File: src/rtl/hazard_flush_controller.sv
// rtl/hazard_flush_controller.sv - pipeline sequencer: load-use stall, mispredict flush, dmem freeze (optional HAZARD_PERF_CNT_EN counters)
module hazard_flush_controller #(
    parameter int FLUSH_CYCLES = 1,
    parameter int MEM_TIMEOUT  = 255,
    parameter int CNT_W        = 32
) (
    input  logic        clk,
    input  logic        reset,
    input  logic [4:0]  id_rs1,
    input  logic [4:0]  id_rs2,
    input  logic        id_uses_rs1,
    input  logic        id_uses_rs2,
    input  logic        ex_mem_read,
    input  logic [4:0]  ex_rd,
    input  logic        ex_branch,
    input  logic        ex_prediction,
    input  logic        ex_taken,
    input  logic        dmem_busy,
    output logic        pc_write,
    output logic        ifid_write,
    output logic        ifid_flush,
    output logic        idex_flush,
    output logic        pipe_hold,
    output logic        redirect,
    output logic        redirect_taken,
    output logic        mem_timeout,
    output logic [1:0]  ctrl_state
`ifdef HAZARD_PERF_CNT_EN
    ,
    output logic [CNT_W-1:0] stall_cnt,
    output logic [CNT_W-1:0] mispredict_cnt,
    output logic [CNT_W-1:0] freeze_cnt
`endif
);

    typedef enum logic [1:0] {
        S_RUN      = 2'b00,
        S_REDIRECT = 2'b01,
        S_MEM_WAIT = 2'b10
    } state_t;

    localparam int WAIT_W = (MEM_TIMEOUT > 0) ? $clog2(MEM_TIMEOUT + 1) : 1;
    localparam logic [WAIT_W-1:0] MT_V = WAIT_W'(MEM_TIMEOUT);
    localparam logic [2:0] FLUSH_INIT = 3'(FLUSH_CYCLES - 1);

    state_t            state, state_n;
    state_t            saved_state, saved_state_n;
    state_t            eval_state;
    logic [2:0]        flush_cnt, flush_cnt_n;
    logic [WAIT_W-1:0] wait_cnt;
    logic              mispredict, load_use;
    logic              accept_mispredict, stall_now;

    assign mispredict = ex_branch & (ex_prediction != ex_taken);
    assign load_use   = ex_mem_read & (ex_rd != 5'd0) &
                        ((id_uses_rs1 & (id_rs1 == ex_rd)) | (id_uses_rs2 & (id_rs2 == ex_rd)));

    // On the cycle busy drops, MEM_WAIT behaves exactly like the state it interrupted
    assign eval_state = (state == S_MEM_WAIT) ? saved_state : state;
    assign ctrl_state = state;

    // Next-state and pipeline control outputs, priority: freeze > redirect > mispredict > load-use
    always_comb begin
        pc_write          = 1'b1;
        ifid_write        = 1'b1;
        ifid_flush        = 1'b0;
        idex_flush        = 1'b0;
        pipe_hold         = 1'b0;
        redirect          = 1'b0;
        redirect_taken    = 1'b0;
        state_n           = state;
        saved_state_n     = saved_state;
        flush_cnt_n       = flush_cnt;
        accept_mispredict = 1'b0;
        stall_now         = 1'b0;
        if (reset) begin
            pc_write   = 1'b0;
            ifid_write = 1'b0;
            ifid_flush = 1'b1;
            idex_flush = 1'b1;
        end else if (dmem_busy) begin
            pipe_hold  = 1'b1;
            pc_write   = 1'b0;
            ifid_write = 1'b0;
            state_n    = S_MEM_WAIT;
            if (state != S_MEM_WAIT)
                saved_state_n = state;
        end else begin
            case (eval_state)
                S_REDIRECT: begin
                    ifid_flush  = 1'b1;
                    idex_flush  = 1'b1;
                    flush_cnt_n = flush_cnt - 3'd1;
                    state_n     = (flush_cnt <= 3'd1) ? S_RUN : S_REDIRECT;
                end
                default: begin
                    state_n = S_RUN;
                    if (mispredict) begin
                        redirect          = 1'b1;
                        redirect_taken    = ex_taken;
                        ifid_flush        = 1'b1;
                        idex_flush        = 1'b1;
                        accept_mispredict = 1'b1;
                        flush_cnt_n       = FLUSH_INIT;
                        state_n           = (FLUSH_CYCLES > 1) ? S_REDIRECT : S_RUN;
                    end else if (load_use) begin
                        pc_write   = 1'b0;
                        ifid_write = 1'b0;
                        idex_flush = 1'b1;
                        stall_now  = 1'b1;
                    end
                end
            endcase
        end
    end

    // State, saved state and redirect counter registers
    always_ff @(posedge clk or posedge reset) begin
        if (reset) begin
            state       <= S_RUN;
            saved_state <= S_RUN;
            flush_cnt   <= 3'd0;
        end else begin
            state       <= state_n;
            saved_state <= saved_state_n;
            flush_cnt   <= flush_cnt_n;
        end
    end

    // Busy-cycle watchdog; the count saturates at the limit and the flag is sticky until reset
    always_ff @(posedge clk or posedge reset) begin
        if (reset) begin
            wait_cnt    <= '0;
            mem_timeout <= 1'b0;
        end else if (!dmem_busy) begin
            wait_cnt <= '0;
        end else begin
            if (wait_cnt != MT_V)
                wait_cnt <= wait_cnt + WAIT_W'(1);
            if ((MEM_TIMEOUT != 0) && (wait_cnt == MT_V - WAIT_W'(1)))
                mem_timeout <= 1'b1;
        end
    end

`ifdef HAZARD_PERF_CNT_EN
    // Saturating event counters
    always_ff @(posedge clk or posedge reset) begin
        if (reset) begin
            stall_cnt      <= '0;
            mispredict_cnt <= '0;
            freeze_cnt     <= '0;
        end else begin
            if (stall_now && (stall_cnt != '1))
                stall_cnt <= stall_cnt + CNT_W'(1);
            if (accept_mispredict && (mispredict_cnt != '1))
                mispredict_cnt <= mispredict_cnt + CNT_W'(1);
            if (dmem_busy && (freeze_cnt != '1))
                freeze_cnt <= freeze_cnt + CNT_W'(1);
        end
    end
`endif

endmodule

File: config.mk
export PLATFORM = sky130hd
export DESIGN_NAME = hazard_flush_controller
export DESIGN_NICKNAME = d
export VERILOG_FILES = /design/src/rtl/hazard_flush_controller.sv
export SDC_FILE = /design/constraint.sdc
export NUM_CORES = 1
export LEC_CHECK = 0
export CORE_MARGIN = 2
export CORE_UTILIZATION = 48
export CTS_CLUSTER_SIZE = 10
export DETAILED_ROUTE_END_ITERATION = 16
export PLACE_DENSITY = 0.9
export SLEW_MARGIN = 10
export SYNTH_ARGS = -nofsm -noshare
export SYNTH_HDL_FRONTEND = slang
export SYNTH_SLANG_ARGS = --single-unit
File: constraint.sdc
create_clock -name clk -period 2.9 [get_ports clk]
set_input_delay 0.29 -clock clk [delete_from_list [all_inputs] [get_ports clk]]
set_output_delay 0.29 -clock clk [all_outputs]
set_load 0.02 [all_outputs]
==> results of run 1 <==
==> power breakdown <==
group / leakage [uW] / switching, uW / internal, uW
sequential: 0.000215 / 16.3 / 245
combinational: 0.000367 / 73.4 / 83.4
clock: 0.0000210 / 68.8 / 76.4
total: 0.000604 / 158 / 405
==> sequential cells by signal (all words and copies together), names as in the netlist <==
register / count
ctrl_state: 2
flush_cnt: 3
mem_timeout: 1
saved_state: 2
wait_cnt: 8
==> worst max-delay path, stage by stage <==
cell and delay, ns:
clkdlybuf4s50_1 0.46, xor2_1 0.18, nor4_1 0.35, a32oi_1 0.14, o311ai_2 0.27, clkdlybuf4s50_1 0.65
==> metal layers <==
layer / up-vias / GRT usage, % / share of wire, %
met4: 0 / 11.43 / 2.0
met3: 6 / 2.761 / 7.6
met5: - / 0 / 0
met1: 428 / 20.89 / 39
li1: 444 / - / -
met2: 47 / 36.49 / 52
==> cells by family after synthesis <==
group,synth area share [%]
xor+xnor,11.53
buf+inv,4.309
simple gates,17.87
compound gates,20.91
mux,1.014
flops,40.56
fa+ha+maj,3.803
==> path summary, 6_finish.rpt <==
path                            slack (ns)        endpoint  depth (start not counted)     startpoint
worst min-delay path                  0.49     mem_timeout                          1    mem_timeout
worst min register to register        0.49     mem_timeout                          1    mem_timeout
worst max-delay path                  0.26      idex_flush                          6       ex_rd[3]
worst max register to register        1.35    flush_cnt[2]                          4  ctrl_state[0]
min in group asynchronous             0.60     wait_cnt[1]                          3          reset
max in group asynchronous             2.12  saved_state[0]                          3          reset
==> cells in the mapped netlist, drive strengths merged <==
cell	instances	area [sq um]
a211oi	1	7.510
a21boi	2	15.01
a21o	3	22.52
a21oi	4	23.77
a31oi	4	25.02
a32oi	1	8.760
and2	2	12.52
and3	3	18.77
buf	2	12.51
dfrtp	16	400.4
ha	3	37.54
inv	8	30.03
mux2i	1	10.01
nand2	6	22.52
nand2b	2	12.51
nand3	2	10.01
nand4	2	12.51
nor2	6	22.52
nor3	1	5.000
nor4	2	18.77
nor4b	2	23.77
nor4bb	1	10.01
o2111ai	1	8.760
o21ai	4	23.77
o21bai	1	7.510
o22ai	2	12.51
o311ai	2	25.03
o31a	1	8.760
o41ai	2	17.52
or4	1	7.510
xnor2	3	26.28
xor2	10	87.58
==> final cells by class <==
class	count	area, sq um	area share (%)
Timing Repair Buffer	35	345.3	24.84
Sequential cell	16	400.4	28.80
Clock buffer	4	36.28	2.610
Multi-Input combinational cell	75	544.3	39.15
Inverter	8	30.03	2.160
Tap cell	27	33.78	2.430
==> stage by stage <==
stage	worst slack, ns	hold slack, ns	std cells	util (%)
final	0.2585	0.4887	165	71.59
after global routing	0.1462	0.5200	165	71.59
after CTS	0.2370	0.4957	165	71.59
after detailed placement	0.2497	0.4703	161	69.72
after global placement	0.3300	0.4577	161	69.72
after floorplan	0.9621	0.2277	101	-
==> impl_metrics.csv, run 1 <==
group,metric,value,unit
grt,grt.total_usage,19.69,%
route,drc,0,
clocking,cts.path.max_buffers,2,
setup_path,worst_setup_path_start_kind,"primary input",
logic_synthesis,postSynthCellCount,101,
setup_path,crit_required,2.61,ns
power,p_per_area,405.4,nW/um^2
sta,setup_viol,0,
route,drt_first_pass_iters,4,
floorplanning,die_h,49.35,um
logic_synthesis,synth_seq_cells,16,
logic_synthesis,synth_nets,128,
final_layout,area_growth,40.81,%
sta,fmax,378.6,MHz
final_layout,fill_cells,164,
power,leakage,0.0006038,uW
clocking,cts_tree,"yes",
final_layout,nets,166,
place,dpl.hpwl,1798,um
sta,worst_slew_pin_slew,0.4151,ns
floorplanning,rows,16,
sta,final-hold-violation-count,0,
sta,rsz0062_at_grt,"false",
grt,grt_pass1_wl,3719,um
grt,antenna_found_initial,0,
floorplanning,start_util,50.84,%
setup_path,crit_path_end_kind,"primary output",
route,drt.antenna.violating_nets,0,
grt,grt-ovfl-total,0,
power,irDropWorstVdd,243.0,uV
clocking,cts_made_buffers,3,
final_layout,final_common_cell,"clkdlybuf4s50_1",
setup_path,crit_path_max_fanout,3,
sta,tns,0,ns
logic_synthesis,yosys_warnings,0,
final_layout,layout_common_cells,"33 x clkdlybuf4s50_1, 16 x dfrtp_1, 10 x xor2_1, 8 x inv_1",
clocking,htree_num_levels,1,
route,drt_wl_total,2206,um
power,total_power,563.5,uW
setup_path,arrival,2.35,ns
floorplanning,die_w,49.35,um
grt,grt_pass1_vias,935,
route,vias,925,
route,vias_per_cell,5.606,
floorplanning,io_pins,34,
floorplanning,core_region_area,1942,sq um
clocking,cts_hold_buffers,0,
place,numPortBuffers,33,
grt,grt_max_degree,17,
clocking,clock_latency,0.28,ns
run,maxCapViolations,0,
clocking,clock_sinks,16,
final_layout,n_antenna_cell,0,
logic_synthesis,avgSynthCellArea,9.774,sq um
floorplanning,die-area,2435,sq um
sta,min_period,2.642,ns
clocking,post_cts_buffers,0,
hold_path,hp-class,"register to register",
place,dpl_cell_area,1354,sq um
sta,relSlewSlack,72.24,%
run_status,outcome,"finished clean",
route,drt_iter0_drc,14,
final_layout,stdcell_area,1390,sq um
logic_synthesis,synth-seq-area-share,40.56,%
route,wire_per_inst,13.37,um
logic_synthesis,synth.distinct_cells,39,
sta,min_period_over_period,91.09,%
clocking,post_cts_resized,0,
clocking,cts_root_buf,"clkbuf_4",
sta,fin_skew,0.006129,ns
logic_synthesis,synth_area,987.2,sq um
place,gp_congestion,0.8001,
final_layout,drive_above_1_share,7.971,%
setup_path,crit_type,"primary input to primary output",
clocking,clk_pin_slew,0.09,ns
sta,drv_slew,0,
Power figures use the tool's default switching activity.
==> run 2, diff against run 1 <==
Settings changed: MAX_ROUTING_LAYER from default to met4, REMOVE_ABC_BUFFERS from default to 1.
==> run 2 against run 1 <==
Net effect: clock skew grew 0.0028 ns; register-to-register slack improved by 0.02 ns; clock-buffer cell count fell by 1; sequential share of layout area rose by 0.29 points; sequential power about the same; sequential cell count unchanged; global-route usage grew 1.5 points; core utilization fell by 0.71 points; critical endpoint unchanged; largest power group unchanged; highest routed layer unchanged.
==> impl_metrics.csv, run 2 (synthesis gave the netlist of run 1 again) <==
group,metric,value,unit
clocking,cts_root_buf,"clkbuf_4",
sta,fmax,386.7,MHz
clocking,cts_made_buffers,3,
route,drt_iter0_drc,17,
clocking,post_cts_buffers,0,
route,vias,904,
sta,worst_slew_pin_slew,0.4108,ns
place,numPortBuffers,33,
grt,grt_pass1_vias,978,
clocking,post_cts_resized,0,
sta,fin_skew,0.008924,ns
place,dpl_cell_area,1354,sq um
clocking,cts_hold_buffers,0,
sta,relSlewSlack,72.53,%
setup_path,max_stage_delay,0.65,ns
grt,grt-ovfl-total,0,
place,dpl.hpwl,1874,um
sta,tns,0,ns
setup_path,cp-endpoint,"idex_flush",
floorplanning,rows,16,
setup_path,worst_setup_path_start_kind,"primary input",
clocking,htree_num_levels,1,
setup_path,cp_slowest_cell,"clkdlybuf4s50_1",
sta,setup_viol,0,
floorplanning,die-area,2435,sq um
run_status,outcome,"finished clean",
setup_path,crit_path_max_fanout,3,
clocking,clk_pin_slew,0.09,ns
setup_path,crit_required,2.61,ns
power,irDropWorstVdd,267.9,uV
route,drt_first_pass_iters,4,
final_layout,layout_common_cells,"33 x clkdlybuf4s50_1, 16 x dfrtp_1, 10 x xor2_1, 8 x inv_1",
route,vias_per_cell,5.512,
final_layout,nets,166,
hold_path,hp-class,"register to register",
setup_path,crit_path_end_kind,"primary output",
clocking,clock_latency,0.28,ns
setup_path,arrival,2.30,ns
clocking,clock_sinks,16,
setup_path,cp.buffers_inverters,2,
final_layout,final_common_cell,"clkdlybuf4s50_1",
floorplanning,start_util,50.84,%
power,leakage,0.0005966,uW
setup_path,cp-startpoint,"ex_rd[2]",
route,drt.antenna.violating_nets,0,
final_layout,largest_register_ffs,8,
setup_path,cp.depth,6,
grt,grt_max_degree,17,
grt,antenna_found_initial,0,
final_layout,n_antenna_cell,0,
setup_path,cp_common_cell,"clkdlybuf4s50_1",
setup_path,r2r-end,"flush_cnt[0]",
power,p_per_area,389.6,nW/um^2
grt,grt.total_usage,21.19,%
power,total_power,536.3,uW
grt,grt_pass1_wl,3919,um
setup_path,reg2reg_depth,4,
floorplanning,die_h,49.35,um
route,drc,0,
place,gp_congestion,0.8092,
setup_path,r2r_start,"ctrl_state[0]",
clocking,cts_tree,"yes",
clocking,cts.path.max_buffers,2,
sta,min_period_over_period,89.18,%
setup_path,crit_chain,"clkdlybuf4s50_1, xor2_1, nor4_2, a32oi_1, o311ai_2, clkdlybuf4s50_1",
final_layout,area_growth,39.42,%
final_layout,drive_above_1_share,7.299,%
sta,final-hold-violation-count,0,
floorplanning,core_region_area,1942,sq um
floorplanning,io_pins,34,
final_layout,stdcell_area,1376,sq um
sta,min_period,2.586,ns
final_layout,top_regs,"wait_cnt (8), flush_cnt (3)",
floorplanning,die_w,49.35,um
final_layout,largest-register,"wait_cnt",
setup_path,r2r_slack,1.37,ns
setup_path,crit_type,"primary input to primary output",
route,drt_wl_total,2254,um
sta,drv_slew,0,
route,wire_per_inst,13.74,um
run,maxCapViolations,0,
setup_path,path_delay_family,"buffers and inverters",
sta,rsz0062_at_grt,"false",
==> run 2: area by class of cell <==
| cell class | instances | area [sq um] |
|---|---|---|
| multi-input cells | 75 | 544.3 |
| well taps | 27 | 33.78 |
| flip-flops and latches | 16 | 400.4 |
| repair buffers | 35 | 345.3 |
| clock buffers | 3 | 22.52 |
| fillers | 153 | 565.5 |
| inverters | 8 | 30.03 |
==> run 2: power by group <==
| group | switching (uW) | internal (uW) |
|---|---|---|
| registers | 17.2 | 245 |
| logic | 75.8 | 83.6 |
| clock network | 66.2 | 48.2 |
==> run 2: through the flow <==
stage | setup slack [ns] | hold slack, ns | util [%] | cells
2_1_floorplan | 0.9621 | 0.2277 | - | 99
3_3_place_gp | 0.3296 | 0.4572 | 69.72 | 161
3_5_place_dp | 0.2910 | 0.4711 | 69.72 | 161
4_1_cts | 0.2867 | 0.4941 | 70.88 | 164
5_1_grt | 0.2026 | 0.5345 | 70.88 | 164
6_report | 0.3138 | 0.4931 | 70.88 | 164
==> run 2: worst min-delay path by stage <==
stage                      startpoint       endpoint  slack (ns)  depth (start not counted)
final                     mem_timeout    mem_timeout        0.49                          1
after global routing      mem_timeout    mem_timeout        0.53                          1
after CTS                 mem_timeout    mem_timeout        0.49                          1
after detailed placement  mem_timeout    mem_timeout        0.47                          1
after global placement    mem_timeout    mem_timeout        0.46                          1
after floorplan                 reset  ctrl_state[0]        0.23                          1
==> run 2: metal layers <==
layer | up-vias | track usage (%) | part of all wire [%]
li1 | 443 | - | -
met1 | 425 | 23.09 | 40
met2 | 34 | 38.96 | 54
met3 | 2 | 1.840 | 4.4
met4 | 0 | 9.048 | 0.84
met5 | - | - | 0
==> run 3, diff against run 2 <==
Settings changed: SLEW_MARGIN 10 to 20.
==> results of run 3 <==
Same layout as run 2: the final DEF is identical, and so are final timing and power.
